**src/rtl/sobel_pkg.sv**
```systemverilog
// sobel_pkg: shared pixel/window types, default image geometry and window slot indices.
package sobel_pkg;
    localparam int PIXEL_W    = 8;
    localparam int IMG_WIDTH  = 128;
    localparam int IMG_HEIGHT = 128;

    // Slot index inside the packed window; p00 sits in the MSBs.
    localparam int P00 = 8;
    localparam int P01 = 7;
    localparam int P02 = 6;
    localparam int P10 = 5;
    localparam int P11 = 4;
    localparam int P12 = 3;
    localparam int P20 = 2;
    localparam int P21 = 1;
    localparam int P22 = 0;

    typedef logic [PIXEL_W-1:0] pixel_t;
    typedef pixel_t [8:0] window_t;
    typedef enum logic {FILL, STREAM} state_e;
endpackage

```
**src/rtl/line_buffer.sv**
```systemverilog
// line_buffer: one row of pixels addressed by column; the read returns the old word at the written address.
module line_buffer #(
    parameter int DEPTH = 128,
    parameter int WIDTH = 8,
    parameter int AW    = $clog2(DEPTH)
) (
    input  logic             clk,
    input  logic             we_i,
    input  logic [AW-1:0]    addr_i,
    input  logic [WIDTH-1:0] wdata_i,
    output logic [WIDTH-1:0] rdata_o
);
    logic [WIDTH-1:0] mem_q [DEPTH];

    assign rdata_o = mem_q[addr_i];

    always_ff @(posedge clk) begin
        if (we_i) mem_q[addr_i] <= wdata_i;
    end
endmodule

```
**src/rtl/gray_window_3x3.sv**
```systemverilog
// gray_window_3x3: turns a raster grayscale stream into registered 3x3 neighbourhoods,
// one clock after the pixel that completes each window, with row/col and end-of-frame tags.
module gray_window_3x3 #(
    parameter int IMG_WIDTH  = sobel_pkg::IMG_WIDTH,
    parameter int IMG_HEIGHT = sobel_pkg::IMG_HEIGHT,
    parameter int PIXEL_W    = sobel_pkg::PIXEL_W
) (
    input  logic                          clk,
    input  logic                          rst,
    input  logic [PIXEL_W-1:0]            gray_i,
    input  logic                          gray_valid_i,
    output logic [9*PIXEL_W-1:0]          window_o,
    output logic                          window_valid_o,
    output logic [$clog2(IMG_HEIGHT)-1:0] row_o,
    output logic [$clog2(IMG_WIDTH)-1:0]  col_o,
    output logic                          frame_done_o
);
    import sobel_pkg::*;

    localparam int CW = $clog2(IMG_WIDTH);
    localparam int RW = $clog2(IMG_HEIGHT);

    state_e                          state_q, state_d;
    logic [CW-1:0]                   col_q, col_d, ocol_q, ocol_d;
    logic [RW-1:0]                   row_q, row_d, orow_q, orow_d;
    logic                            wv_q, wv_d, fd_q, fd_d;
    logic [2:0][1:0][PIXEL_W-1:0]    tap_q, tap_d;
    logic [8:0][PIXEL_W-1:0]         win_q, win_d, win_new;
    logic [2:0][PIXEL_W-1:0]         cur;
    logic [PIXEL_W-1:0]              lb0_rd, lb1_rd;
    logic                            last_col, last_row, emit;

    line_buffer #(.DEPTH(IMG_WIDTH), .WIDTH(PIXEL_W)) u_lb1 (
        .clk     (clk),
        .we_i    (gray_valid_i),
        .addr_i  (col_q),
        .wdata_i (gray_i),
        .rdata_o (lb1_rd)
    );

    line_buffer #(.DEPTH(IMG_WIDTH), .WIDTH(PIXEL_W)) u_lb0 (
        .clk     (clk),
        .we_i    (gray_valid_i),
        .addr_i  (col_q),
        .wdata_i (lb1_rd),
        .rdata_o (lb0_rd)
    );

    assign last_col = col_q == CW'(IMG_WIDTH - 1);
    assign last_row = row_q == RW'(IMG_HEIGHT - 1);
    assign emit     = gray_valid_i && state_q == STREAM && col_q >= CW'(2);

    always_comb begin
        state_d = state_q;
        if (gray_valid_i && last_col && state_q == FILL && row_q == RW'(1)) state_d = STREAM;
        if (gray_valid_i && last_col && state_q == STREAM && last_row) state_d = FILL;
    end

    always_comb begin
        col_d = gray_valid_i ? (last_col ? '0 : col_q + 1'b1) : col_q;
        row_d = (gray_valid_i && last_col) ? (last_row ? '0 : row_q + 1'b1) : row_q;
        cur   = {gray_i, lb1_rd, lb0_rd};
        tap_d = tap_q;
        for (int r = 0; r < 3; r++) begin
            if (gray_valid_i) tap_d[r] = {cur[r], tap_q[r][1]};
        end
        // Columns col-2 and col-1 come from the taps, column col straight from the buffers/input.
        win_new      = '0;
        win_new[P00] = tap_q[0][0];
        win_new[P01] = tap_q[0][1];
        win_new[P02] = lb0_rd;
        win_new[P10] = tap_q[1][0];
        win_new[P11] = tap_q[1][1];
        win_new[P12] = lb1_rd;
        win_new[P20] = tap_q[2][0];
        win_new[P21] = tap_q[2][1];
        win_new[P22] = gray_i;
        win_d  = emit ? win_new : win_q;
        orow_d = emit ? row_q : orow_q;
        ocol_d = emit ? col_q : ocol_q;
        wv_d   = emit;
        fd_d   = emit && last_row && last_col;
    end

    always_ff @(posedge clk or negedge rst) begin
        if (!rst) begin
            state_q <= FILL;
            col_q   <= '0;
            row_q   <= '0;
            ocol_q  <= '0;
            orow_q  <= '0;
            wv_q    <= 1'b0;
            fd_q    <= 1'b0;
            tap_q   <= '0;
            win_q   <= '0;
        end else begin
            state_q <= state_d;
            col_q   <= col_d;
            row_q   <= row_d;
            ocol_q  <= ocol_d;
            orow_q  <= orow_d;
            wv_q    <= wv_d;
            fd_q    <= fd_d;
            tap_q   <= tap_d;
            win_q   <= win_d;
        end
    end

    assign window_o       = win_q;
    assign window_valid_o = wv_q;
    assign row_o          = orow_q;
    assign col_o          = ocol_q;
    assign frame_done_o   = fd_q;
endmodule

```
**config.mk**
```make
export PLATFORM = sky130hd
export DESIGN_NAME = gray_window_3x3
export DESIGN_NICKNAME = d
export VERILOG_FILES = /design/src/rtl/sobel_pkg.sv /design/src/rtl/line_buffer.sv /design/src/rtl/gray_window_3x3.sv
export SDC_FILE = /design/constraint.sdc
export NUM_CORES = 2
export LEC_CHECK = 0
export CAP_MARGIN = 20
export CORE_UTILIZATION = 40
export DETAILED_ROUTE_END_ITERATION = 16
export DONT_BUFFER_PORTS = 1
export HOLD_SLACK_MARGIN = 0.06
export PLACE_DENSITY = 0.58
export RECOVER_POWER = 50
export SLEW_MARGIN = 20
export SYNTH_ARGS = -nofsm -noshare
export SYNTH_HDL_FRONTEND = slang
export SYNTH_HIERARCHICAL = 1
export SYNTH_SLANG_ARGS = --single-unit
```
**constraint.sdc**
```tcl
create_clock -name clk -period 7.1 [get_ports clk]
set_clock_uncertainty 0.2 [all_clocks]
set_input_delay 0.71 -clock clk [delete_from_list [all_inputs] [get_ports clk]]
set_output_delay 0.71 -clock clk [all_outputs]
set_load 0.02 [all_outputs]
```
# == Word-level counts from Yosys, hierarchy flattened ==
# Memory sizes are Yosys's and may differ from the RTL's.
# Index checks and enable logic that the tools add are counted.
# Widths: inputs -> output; s select.
# word_totals
register_bits,151
inputBits,11
n_memories,2
out_inout_bits,88
ram_bits,2048
wordCells,47
# mem_list
name,depth,width,read_ports,rd_clocked_by_memory_dff,wr,line,text
u_lb0.mem_q,128,8,1,0,1,line_buffer.sv:13,logic [WIDTH-1:0] mem_q [DEPTH];
u_lb1.mem_q,128,8,1,0,1,line_buffer.sv:13,
# classes
n_lt_le_gt_ge,1
n_reduce_logical,10
n_addsub,2
mux,6
bitwise_logic,1
eq_ne,3
# op_table
op,count
$add 7x1->7 const B,2
$eq 7x7->1 const B,2
$mux 7,2
$logic_and 1x1->1,9
$eq 7x1->1 const B,1
$ge 7x2->1 const B,1
$mux 1,4
$reduce_bool 2->1,1
$not 1->1,1

# == Depth between registers and ports, before layout ==
# depth
depth_word,6
ltp_mapped,12
depth_no_buf,8

# == Modules after synthesis ==
# Netlist, hierarchy kept.
# modules_own_cells
mod,area_each_um2,n_inst,cells_per_inst,seq_area_each_um2
line_buffer,40273.6,2,2467,30749.5
gray_window_3x3,5790.6,1,367,3778.6

# == Worst setup path after synthesis ==
# No wires, ideal clock.
# synth_timing
kind,flip-flop to flip-flop
from,reg col_q[1]
to,reg tap_q[31] (netlist name)
required_ns,6.751
synth_period_minus_slack_ns,5.358
setup_slack_ns,1.742
path_buffers,4
path_stages_with_launch,11
setup_ns,0.149
arrival_ns,5.009
cell_sequence,dfrtp_1 buf_6 and3b_1 clkbuf_1 buf_2 buf_2 a221oi_1 o22ai_1 a221oi_1 nand4b_1 mux2_2
# synth_via
elab_chain_cells,1
# synth_rtl
element,line,text
"start, declared",gray_window_3x3.sv:24,"logic [CW-1:0] col_q, col_d, ocol_q, ocol_d;"
"start signal, assigned",gray_window_3x3.sv:98,col_q <= col_d;
$mem_v2 128x8,-,
net lb1_rd[7],gray_window_3x3.sv:30,"logic [PIXEL_W-1:0] lb0_rd, lb1_rd;"
"end signal, assigned",gray_window_3x3.sv:104,tap_q <= tap_d;
"end, declared",gray_window_3x3.sv:27,"logic [2:0][1:0][PIXEL_W-1:0] tap_q, tap_d;"
# The timed path passes the listed nets, and every way through them passes these cells.
# A chain may end at the register's enable or synchronous reset.

# == Final worst setup path ==
# layout_timing
from,reg col_q[3]
to,mem u_lb0.mem_q[75][7] (enable)
# layout_rtl
element,line
"end, declared",line_buffer.sv:13
# No word-level cell before the write port.

==> results.sh <==
export IMPL_synthTopCellsByArea="edfxtp_1, a221oi_1, dfrtp_1, mux2_2, nor2_1"
export IMPL_wl_met2_mm=118.2
export IMPL_violations="capacitance limit, slew limit"
export IMPL_dieArea_um2=217700
export IMPL_arrival_ns=6.53
export IMPL_grt_pass1_vias=50570
export IMPL_routedWlPerCell_um=32.04
export IMPL_yosysWarnings=6
export IMPL_slew_viol_final=1337
export IMPL_seqPwrFrac_pct=39.7
export IMPL_cp_start_kind="flop"
export IMPL_die_h_um=466.6
export IMPL_yosysTopAreaCell="edfxtp_1"
export IMPL_top_layer="met5"
export IMPL_grt_pass1_wl_mm=378.8
export IMPL_synthesis_area_um2=86340
export IMPL_synth_cells=5301
export IMPL_core_area_um2=214600
export IMPL_endpoint_kind="flop"
export IMPL_max_cap_viol_count=19
export IMPL_drt_iter0_markers=6847
export IMPL_syn_avg_cell_area_um2=16.29
export IMPL_path_delay_family="buffers and inverters"
export IMPL_worst_slack_ns=0.8199
export IMPL_syn_to_final_growth_pct=11.38
export IMPL_overflow=0
export IMPL_slowest_delay_ns=1.50
export IMPL_start_util_pct=40.23
export IMPL_combPwrFrac_pct=36.5
export IMPL_drt_wl_total_mm=266.6
export IMPL_dr_pass1_iters=6
export IMPL_clkLatencyLatePin_ns=0.86
export IMPL_crit_slowest_cell="dfrtp_1"
export IMPL_crit_start="col_q[3]$_DFFE_PN0P_"
export IMPL_worstSetupPathType="flop to flop"
export IMPL_cellLeakagePower_uw=0.03070
export IMPL_synth_fp_nets=5316
export IMPL_yosys_cell_types_count=74
export IMPL_p_int_uw=28270
export IMPL_nets=5318
export IMPL_crit_required_ns=7.35
export IMPL_drc=0
export IMPL_grt_max_degree=152
export IMPL_cts_setup_buffers=0
export IMPL_synth_ff_type="edfxtp_1"
export IMPL_detailroute_via_count=52630
export IMPL_ant_nets=0
export IMPL_final_common_cell="edfxtp_1"
export IMPL_cts_root_buf="clkbuf_16"
export IMPL_status="complete, but fails checks"
export IMPL_cts_hold_buf=11
export IMPL_ios=99
export IMPL_cts_tree="built"
export IMPL_viasPerCell=6.324
export IMPL_vdd_drop_max_mv=0.6045
export IMPL_wl_met3_mm=31.14
export IMPL_cpMostUsedCell="clkbuf_1"
export IMPL_hold_viol=0
export IMPL_power_switching_uw=18020
export IMPL_tightest_slew_ns=6.737
export IMPL_hp_class="input port to flop"
export IMPL_clockBufferDepth=3
export IMPL_grt_use_total_pct=24.02
export IMPL_synth_seq_cells=2199
export IMPL_numCtsBuffers=211
export IMPL_cp_max_fo=26
export IMPL_ctsResizeCount=0
export IMPL_final_cell_mix="edfxtp_1, nor2_1, a221oi_1"
export IMPL_r2r_start="col_q[3]$_DFFE_PN0P_"
export IMPL_crit_chain="clkbuf_1 > buf_4 > nor2b_1 > clkbuf_1 > nand3_1 > nor3_1"
export IMPL_met1Wirelength_mm=108.7
export IMPL_dp_hpwl_mm=153.5
export IMPL_power_density_nw_per_um2=481.4
export IMPL_drive_gt1_share_pct=13.76
export IMPL_clk_pin_slew_ns=0.06
export IMPL_period_minus_slack_ns=6.280
export IMPL_synth_top_area_share_pct=71.23
export IMPL_gp_congestion=0.8748
export IMPL_finalCritPeriodShare_pct=88.45
export IMPL_post_place_ws_ns=1.770
export IMPL_die_x_um=466.6
export IMPL_fmax_ghz=0.1592
export IMPL_setup_tns_ns=0
export IMPL_htreeDepth=4
export IMPL_setup_viol=0
export IMPL_row_count=170
export IMPL_synthArstFlopShare_pct=6.867
export IMPL_pwr_share_clk_pct=23.9
export IMPL_finalPower_uw=46290
export IMPL_antenna_found_initial=9
export IMPL_synth_edf_count=2048
export IMPL_rsz0062_at_grt="no"
export IMPL_synth_seq_area_share_pct=75.61
export IMPL_hold_start="gray_valid_i"
export IMPL_n_fill_cell=18530
export IMPL_relSlewSlack_pct=-349.1
export IMPL_cp_buffers_inverters=3
export IMPL_p_sw_share_pct=38.93
export IMPL_port_buffers=0
export IMPL_cts_sinks=2199
## final cells by class
cell class                      count  area (um2)  area share [%]
Sequential cell                  2199       65290           67.90
Clock buffer                      270        5678           5.904
Tap cell                         2838        3551           3.692
Antenna cell                        4       10.01         0.01041
Timing Repair Buffer              197        1592           1.655
Inverter                           13       53.80         0.05595
Multi-Input combinational cell   2681       18930           19.69
Clock inverter                    120        1055           1.097
## logic make-up (layout without fill, tap and decap cells)
logic type | Yosys count | in the layout | share of synthesized area [%]
AO/OA/AOI/OAI | 1386 | 1386 | 11.98
XOR/XNOR | 7 | 7 | 0.07101
adder cells (fa/ha/maj) | 4 | 4 | 0.05797
buffers and inverters | 421 | 600 | 2.556
flip-flops | 2199 | 2199 | 75.61
multiplexers | 402 | 402 | 5.362
other | 0 | 4 | 0
AND/OR/NAND/NOR | 882 | 882 | 4.361
## worst paths after layout
kind	slack (ns)	cells after the start	end
setup / recovery	0.82	6	u_lb0/mem_q[75][7]$_DFFE_PP_
min in group asynchronous	1.54	2	window_o[7]$_DFFE_PN0P_
max in group asynchronous	2.47	2	col_q[1]$_DFFE_PN0P_
setup reg to reg	0.82	6	u_lb0/mem_q[75][7]$_DFFE_PP_
hold reg to reg	0.30	1	window_o[70]$_DFFE_PN0P_
hold / removal	0.11	2	u_lb1/mem_q[72][6]$_DFFE_PP_
## power groups by stage
| stage | clock, uW | sequential [uW] | combinational [uW] |
|---|---|---|---|
| floorplan | 0 | 18500 | 9090 |
| global placement | 0 | 18600 | 16200 |
| detailed placement | 0 | 18600 | 16400 |
| CTS | 11200 | 18300 | 16600 |
| global route | 11600 | 18400 | 17500 |
| finish | 11000 | 18400 | 16900 |
## metrics by stage
step	util, %	instances	hold slack (ns)	cell area (um2)
after global routing	44.80	8319	0.1215	96160
after floorplan	-	5301	0.2144	86340
final	44.81	8322	0.1147	96170
after global placement	41.71	7915	0.2181	89520
after detailed placement	41.73	7917	0.2173	89550
after CTS	45.00	8318	0.07143	96570
## routing by layer
layer  GRT usage, %  vias to the layer above
met3          6.262                      506
met5         0.3733                        -
met4          7.306                        6
li1               -                    21430
met1          34.38                    27330
met2          35.75                     3368
## sequential cells by signal (all words and copies together), names as in the netlist
| signal | cells |
|---|---|
| u_lb0/mem_q | 1024 |
| u_lb1/mem_q | 1024 |
| window_o | 72 |
| tap_q | 48 |
| col_o | 7 |
| col_q | 7 |
| row_o | 7 |
| row_q | 7 |
| frame_done_o | 1 |
| state_q | 1 |
| window_valid_o | 1 |
## cell usage after synthesis, types with 42 or more instances
master,n
nor2_1,485
mux2_2,235
a21oi_1,252
o21ai_0,164
nand3_1,42
o22ai_1,48
a22o_1,90
mux2i_1,122
edfxtp_1,2048
a22oi_1,147
dfrtp_1,151
buf_2,168
clkbuf_1,153
buf_6,46
a221oi_1,440
nand2_1,207
## worst register-to-register path, cell delays in order, from the launching register on
cell      delay [ns]
dfrtp_1         1.50
clkbuf_1        1.18
buf_4           0.62
nor2b_1         0.24
clkbuf_1        0.61
nand3_1         0.31
nor3_1          1.22
No activity file was read; power rests on OpenSTA's default activity.
